--- src/rtl/led_activity_driver.sv ---
// Status LED driver: idle heartbeat, stretched activity indication, sticky error blink.
// Single clock domain with a synchronous active-high reset.
module led_activity_driver #(
  parameter int TICK_DIV        = 2080,
  parameter int STRETCH_MS      = 50,
  parameter int BLINK_MS        = 125,
  parameter int HEARTBEAT_MS    = 1000,
  parameter int HEARTBEAT_ON_MS = 50,
  parameter int PWM_BITS        = 4,
  parameter int IDLE_DUTY       = 2
) (
  input  logic       clk,
  input  logic       reset,
  input  logic       activity,
  input  logic       error_set,
  input  logic       error_clr,
  output logic       pin_led,
  output logic [1:0] led_state
);

  localparam int MS_W = (TICK_DIV > 1) ? $clog2(TICK_DIV) : 1;
  localparam int ST_W = $clog2(STRETCH_MS + 1);
  localparam int BL_W = (BLINK_MS > 1) ? $clog2(BLINK_MS) : 1;
  localparam int PH_W = (HEARTBEAT_MS > 1) ? $clog2(HEARTBEAT_MS) : 1;

  typedef enum logic [1:0] {
    S_IDLE   = 2'd0,
    S_ACTIVE = 2'd1,
    S_ERROR  = 2'd2
  } state_t;

  state_t              state_q, state_d;
  logic [MS_W-1:0]     ms_cnt_q, ms_cnt_d;
  logic [PWM_BITS-1:0] pwm_cnt_q, pwm_cnt_d;
  logic [ST_W-1:0]     stretch_q, stretch_d;
  logic [PH_W-1:0]     phase_cnt_q, phase_cnt_d;
  logic [BL_W-1:0]     blink_cnt_q, blink_cnt_d;
  logic                blink_on_q, blink_on_d;
  logic                pin_led_q, pin_led_d;
  logic                tick;
  logic                hb_lit;
  logic                pwm_lit;

  assign tick = (ms_cnt_q == MS_W'(TICK_DIV - 1));

  // Extra MSB so an ON/duty value equal to the full range compares correctly.
  assign hb_lit  = ({1'b0, phase_cnt_q} < (PH_W + 1)'(HEARTBEAT_ON_MS));
  assign pwm_lit = ({1'b0, pwm_cnt_q} < (PWM_BITS + 1)'(IDLE_DUTY));

  always_comb begin
    ms_cnt_d    = tick ? '0 : ms_cnt_q + 1'b1;
    pwm_cnt_d   = pwm_cnt_q + 1'b1;

    stretch_d   = stretch_q;
    if (activity)
      stretch_d = ST_W'(STRETCH_MS);
    else if (tick && (stretch_q != '0))
      stretch_d = stretch_q - 1'b1;

    phase_cnt_d = phase_cnt_q;
    if (tick)
      phase_cnt_d = (phase_cnt_q == PH_W'(HEARTBEAT_MS - 1)) ?
                    '0 : phase_cnt_q + 1'b1;

    if (error_set)
      state_d = S_ERROR;
    else if ((state_q == S_ERROR) && !error_clr)
      state_d = S_ERROR;
    else if (stretch_d != '0)
      state_d = S_ACTIVE;
    else
      state_d = S_IDLE;

    blink_cnt_d = blink_cnt_q;
    blink_on_d  = blink_on_q;
    if ((state_d == S_ERROR) && (state_q != S_ERROR)) begin
      blink_cnt_d = '0;
      blink_on_d  = 1'b1;
    end else if ((state_q == S_ERROR) && tick) begin
      if (blink_cnt_q == BL_W'(BLINK_MS - 1)) begin
        blink_cnt_d = '0;
        blink_on_d  = ~blink_on_q;
      end else begin
        blink_cnt_d = blink_cnt_q + 1'b1;
      end
    end

    // LED follows the registered mode, so it lags led_state by one cycle.
    pin_led_d = 1'b0;
    unique case (state_q)
      S_IDLE:   pin_led_d = hb_lit && pwm_lit;
      S_ACTIVE: pin_led_d = 1'b1;
      S_ERROR:  pin_led_d = blink_on_q;
      default:  pin_led_d = 1'b0;
    endcase
  end

  always_ff @(posedge clk) begin
    if (reset) begin
      state_q     <= S_IDLE;
      ms_cnt_q    <= '0;
      pwm_cnt_q   <= '0;
      stretch_q   <= '0;
      phase_cnt_q <= '0;
      blink_cnt_q <= '0;
      blink_on_q  <= 1'b0;
      pin_led_q   <= 1'b0;
    end else begin
      state_q     <= state_d;
      ms_cnt_q    <= ms_cnt_d;
      pwm_cnt_q   <= pwm_cnt_d;
      stretch_q   <= stretch_d;
      phase_cnt_q <= phase_cnt_d;
      blink_cnt_q <= blink_cnt_d;
      blink_on_q  <= blink_on_d;
      pin_led_q   <= pin_led_d;
    end
  end

  assign pin_led   = pin_led_q;
  assign led_state = state_q;

  a_hb_on: assert property (@(posedge clk)
    HEARTBEAT_ON_MS <= HEARTBEAT_MS);
  a_duty: assert property (@(posedge clk)
    IDLE_DUTY <= (1 << PWM_BITS));

endmodule

--- config.mk ---
export PLATFORM = sky130hd
export DESIGN_NAME = led_activity_driver
export DESIGN_NICKNAME = d
export VERILOG_FILES = /design/src/rtl/led_activity_driver.sv
export SDC_FILE = /design/constraint.sdc
export NUM_CORES = 1
export LEC_CHECK = 0
export ABC_AREA = 1
export CORE_MARGIN = 5
export CORE_UTILIZATION = 60
export CTS_CLUSTER_DIAMETER = 80
export DETAILED_ROUTE_END_ITERATION = 10
export PLACE_DENSITY = 0.84
export SYNTH_ARGS = -nofsm -noshare
export SYNTH_HDL_FRONTEND = slang
export SYNTH_SLANG_ARGS = --single-unit
--- constraint.sdc ---
create_clock -name clk -period 2.1 [get_ports clk]
set_clock_uncertainty 0.2 [all_clocks]
set_input_delay 0.21 -clock clk [delete_from_list [all_inputs] [get_ports clk]]
set_output_delay 0.21 -clock clk [all_outputs]
set_load 0.05 [all_outputs]
=== Word level (Yosys, flattened, before mapping) ===
Index checks and enable logic that the tools add are counted.

* Register bits: 43
* Input port bits: 5
* Output and inout port bits: 3
* Word-level logic and storage cells: 48

* Add/sub/neg operators: 5
* Order comparisons: 2
* Eq/ne operators: 7
* Mux-type cells: 11
* Bitwise logic cells: 1
* Reduce and logical (&&, ||, !) cells: 14

{| class="wikitable"
|+ Operators by type and width
! operator !! number
|-
| 12-bit by 1-bit adder with 12-bit output (second input constant) || 1
|-
| 12-bit equality test (second input constant) || 1
|-
| 6-bit two-way mux || 2
|-
| 6-bit nonzero test || 2
|-
| 10-bit by 1-bit adder with 10-bit output (second input constant) || 1
|-
| 10-bit equality test (second input constant) || 1
|-
| 10-bit by 6-bit < comparator with 1-bit output (second input constant) || 1
|-
| 10-bit two-way mux || 1
|-
| 7-bit by 1-bit adder with 7-bit output (second input constant) || 1
|-
| 7-bit equality test (second input constant) || 1
|-
| 7-bit two-way mux || 1
|-
| 6-bit by 1-bit subtractor with 6-bit output (second input constant) || 1
|-
| 1-bit logical AND || 5
|-
| 4-bit by 1-bit adder with 4-bit output (second input constant) || 1
|-
| 2-bit equality test (second input constant) || 2
|-
| 4-bit by 2-bit < comparator with 1-bit output (second input constant) || 1
|-
| 1-bit two-way mux || 4
|-
| 2-bit two-way mux || 2
|-
| 2-bit nonzero test || 2
|-
| 2-bit OR reduction || 2
|-
| 1-bit case mux with 3 select lines || 1
|-
| 2-bit by 1-bit equality test with 1-bit output (second input constant) || 1
|-
| 2-bit logical NOT || 1
|-
| 2-bit inequality test (second input constant) || 1
|-
| 3 further kinds || 3
|}

=== Depth between registers and ports, before layout ===
* Word-level depth: 12
* Mapped depth: 12
* Depth with buffers taken out: 12

=== Least setup slack after synthesis ===
Ideal clock, no wire load.

* Path type: reg-to-reg
* Start point: register state_q[1] (netlist: led_state[1])
* End point: register blink_cnt_q[5]
* Library setup time: 121 ps
* Arrival time: 1509 ps
* Required time: 1779 ps
* Path slack: 270 ps
* Cell stages (with the launch flop): 8
* Buffers on the path: 0
* Period minus slack after synthesis: 1830 ps
* Cell sequence: dfxtp_1 -> inv_1 -> nor2_1 -> inv_1 -> nor2_4 -> nand3_1 -> nor3_1 -> nor3_2

* Cells in the longest elaborated chain, start to end: 7
* Elaborated cells between the ends (all ways): 9
* Classes of those cells: 3 x eq/ne; 2 x mux; 4 x reduce/logical

{| class="wikitable"
|+ RTL lines
! item !! line !! source
|-
| from (decl) || 32 || <nowiki>state_t state_q, state_d;</nowiki>
|-
| from (signal assigned) || 109 || <nowiki>state_q <= state_d;</nowiki>
|-
| 2-bit equality test || 67, 79 ||
|-
| 1-bit logical AND || 67 || <nowiki>else if ((state_q == S_ERROR) && !error_clr)</nowiki>
|-
| 2-bit two-way mux || 67 ||
|-
| 2-bit two-way mux || 65 || <nowiki>if (error_set)</nowiki>
|-
| 2-bit equality test || 76 || <nowiki>if ((state_d == S_ERROR) && (state_q != S_ERROR)) begin</nowiki>
|-
| 1-bit logical AND || 76 ||
|-
| 2-bit OR reduction (no line) || n/a ||
|-
| to (signal assigned) || 114 || <nowiki>blink_cnt_q <= blink_cnt_d;</nowiki>
|-
| to (decl) || 37 || <nowiki>logic [BL_W-1:0] blink_cnt_q, blink_cnt_d;</nowiki>
|}

Parallel ways exist; a longest one is shown, timed or not.
A chain may end at the register's enable or synchronous reset.

=== Worst setup path after layout ===
* Start point: register ms_cnt_q[0]
* End point: register ms_cnt_q[2]

* Cells in the longest elaborated chain, start to end: 2
* Elaborated cells between the ends (all ways): 3
* Classes of those cells: 1 x add/sub; 1 x eq/ne; 1 x reduce/logical

{| class="wikitable"
|+ RTL lines
! item !! line !! source
|-
| from (decl) || 33 || <nowiki>logic [MS_W-1:0] ms_cnt_q, ms_cnt_d;</nowiki>
|-
| from (signal assigned) || 110 || <nowiki>ms_cnt_q <= ms_cnt_d;</nowiki>
|-
| branches (longest 2 deep; another with 12-bit by 1-bit adder with 12-bit output) || n/a ||
|}

Several ways; the timed one is not identified.

==> impl_metrics.env <==
export IMPL_dieArea_mm2=0.00501
export IMPL_cts_sinks=43
export IMPL_yosysMostFrequentCell="nand2_1"
export IMPL_cts_tree="yes"
export IMPL_run_status="completed"
export IMPL_worstMarginPinSlew_ps=504
export IMPL_min_period_over_period_pct=90.7
export IMPL_gp_congestion=0.859
export IMPL_p_int_mw=1.14
export IMPL_cp_arrival_ps=1900
export IMPL_fin_nets=342
export IMPL_postPlaceCellArea_mm2=0.00236
export IMPL_die_w_um=70.8
export IMPL_fin_setup_tns_ps=0
export IMPL_grt_pass1_wl_um=7410
export IMPL_yosysUniqueCellTypes=31
export IMPL_dpl_cell_count=371
export IMPL_synth_seq_cells=43
export IMPL_cts_setup_buffers=0
export IMPL_r2r_slack_ps=200
export IMPL_instances_no_fill=378
export IMPL_peakVddDrop_mv=0.390
export IMPL_rows=22
export IMPL_synth_edf_count=0
export IMPL_rsz0062_at_grt="no"
export IMPL_n_antenna_cell=0
export IMPL_ys_flop_type="dfxtp_1"
export IMPL_drive_gt1_share_pct=10.3
export IMPL_grt_pass1_vias=1801
export IMPL_max_cap_viol_count=0
export IMPL_synth_top_cell_by_area="dfxtp_1"
export IMPL_final_cell_area_mm2=0.00247
export IMPL_layout_setup_ws_ps=196
export IMPL_power_density_mw_per_mm2=603
export IMPL_synth_area_leaders="dfxtp_1 (39%), nand2_1 (9.2%), inv_1 (8.1%), nor2_1 (8.1%), nand3_1 (5.0%)"
export IMPL_holdBufCountCts=0
export IMPL_cts_buffer_depth=2
export IMPL_synth_nets=326
export IMPL_syn_inst=314
export IMPL_syn_to_final_growth_pct=11.5
export IMPL_vias=1956
export IMPL_grt_ovfl_total=0
export IMPL_fmax_mhz=525
export IMPL_cts_root_buffer="clkbuf_8"
export IMPL_dpl_hpwl_um=3230
export IMPL_synth_top_area_share_pct=38.9
export IMPL_p_seq_share_pct=57.1
export IMPL_ctsResizeCount=0
export IMPL_dr_pass1_iters=4
export IMPL_preCtsSetupSlack_ps=183
export IMPL_ys_seq_area_share_pct=38.9
export IMPL_synth_avg_cell_area_um2=7.05
export IMPL_start_util_pct=61.4
export IMPL_clkTransAtPathRegs_ps=70
export IMPL_critPathMaxFanout=8
export IMPL_grt_max_degree=13
export IMPL_ios=8
export IMPL_routed_wl_um=4190
export IMPL_p_sw_uw=347
export IMPL_ant_nets=0
export IMPL_hold_ws_ps=256
export IMPL_hold_violations=0
export IMPL_cp_start_kind="flop"
export IMPL_yosys_top_cells_count="nand2_1 (54), inv_1 (48), nor2_1 (48)"
export IMPL_worstPathRequired_ps=2100
export IMPL_dieHeight_um=70.8
export IMPL_io_buffers=7
export IMPL_antenna_found_initial=0
export IMPL_clock_power_share_pct=34.4
export IMPL_cp_end_kind="flop"
export IMPL_drtIter0Drc=189
export IMPL_post_drt_wl_per_cell_um=11.1
export IMPL_hold_path_class="flop to flop"
export IMPL_p_leak_nw=0.992
export IMPL_fin_crit_ps=1900
export IMPL_coreArea_mm2=0.00361
export IMPL_setup_violations=0
export IMPL_swShare_pct=23.3
export IMPL_combinationalPowerShare_pct=8.5
export IMPL_htree_levels=2
export IMPL_yosysWarnings=0
export IMPL_final_max_slew_viol_count=0
export IMPL_crit_type="flop to flop"
export IMPL_synth_area_mm2=0.00221
export IMPL_async_reset_ff_share_pct=0
export IMPL_slew_headroom_pct=66.3
export IMPL_cts_inserted_buffers=5
export IMPL_clk_latency_ps=290
export IMPL_track_usage_pct=18.2
export IMPL_vias_per_cell=5.17
export IMPL_drc=0
==> per-stage QoR <==
stage               util [%]  total power [mW]
CTS                     68.0              1.51
global placement        65.5             0.991
finish                  68.5              1.49
detailed placement      65.5             0.994
floorplan                  -             0.954
global route            68.5              1.57
==> cell usage in the layout, fill, tap and decap left out, drive strengths merged <==
| master | Yosys | routed |
|---|---|---|
| xor2 | 1 | 1 |
| nor2 | 57 | 57 |
| a31oi | 2 | 2 |
| nand3b | 2 | 2 |
| nand2 | 57 | 57 |
| inv | 52 | 52 |
| dfxtp | 43 | 43 |
| nand4 | 8 | 8 |
| nor3 | 16 | 16 |
| xnor2 | 2 | 2 |
| a211oi | 2 | 2 |
| buf | 0 | 3 |
| clkdlybuf4s50 | 0 | 7 |
| ha | 7 | 7 |
| o21ai | 15 | 15 |
| nor4 | 4 | 4 |
| o2111ai | 1 | 1 |
| clkbuf | 1 | 6 |
| nand3 | 23 | 23 |
| nor3b | 3 | 3 |
| clkinv | 0 | 1 |
| o31ai | 1 | 1 |
| a21oi | 17 | 17 |
==> metal layers <==
layer  vias to the layer above  track usage, %  part of all wire, %
met3                         6            5.26                  4.2
met2                        29            30.5                   46
met1                       871            21.9                   48
li1                       1050               -                    -
met5                         -               0                    0
met4                         0            7.10                  1.7
==> path summary, 6_finish.rpt <==
path,startpoint,endpoint,cells after the start
worst max-delay path,ms_cnt_q[0],ms_cnt_q[2],8
worst min-delay path,ms_cnt_q[0],ms_cnt_q[0],1
worst max register to register,ms_cnt_q[0],ms_cnt_q[2],8
worst min register to register,ms_cnt_q[0],ms_cnt_q[0],1
==> registers in the layout, summed over array words and instances (netlist names) <==
register and cells:
pin_led 1, blink_on_q 1, phase_cnt_q 10, ms_cnt_q 12, stretch_q 6, led_state 2, blink_cnt_q 7, pwm_cnt_q 4
==> final cells by class <==
type / count / area, µm²
timing repair buffer: 10 / 92.6
clock inverter: 1 / 5.00
clock buffer: 6 / 82.6
inverter: 52 / 195
multi-input combinational: 218 / 1170
fill: 307 / 1140
tap: 48 / 60.1
sequential: 43 / 861
==> power groups by stage <==
stage | clock [mW] | sequential (mW) | combinational [mW]
2_1_floorplan | 0 | 0.882 | 0.0726
3_3_place_gp | 0 | 0.867 | 0.124
3_5_place_dp | 0 | 0.868 | 0.126
4_1_cts | 0.532 | 0.849 | 0.126
5_1_grt | 0.579 | 0.853 | 0.143
6_report | 0.512 | 0.850 | 0.127
==> kinds of logic after synthesis <==
logic type / after synthesis / share of synthesized area (%)
AO/OA/AOI/OAI: 38 / 9.38
XOR/XNOR: 3 / 1.19
adder cells (fa/ha/maj): 7 / 3.95
buffers and inverters: 53 / 8.98
flip-flops: 43 / 38.9
AND/OR/NAND/NOR: 170 / 37.6
==> critical path: stages, from the launching register on <==
cell	delay, ps
dfxtp_1	330
ha_1	240
nand2_1	140
nor2_4	60
nand2_1	110
nor2_4	60
nor2_1	240
inv_1	220
nor3b_1	240
No activity file was read; power rests on OpenSTA's default activity.
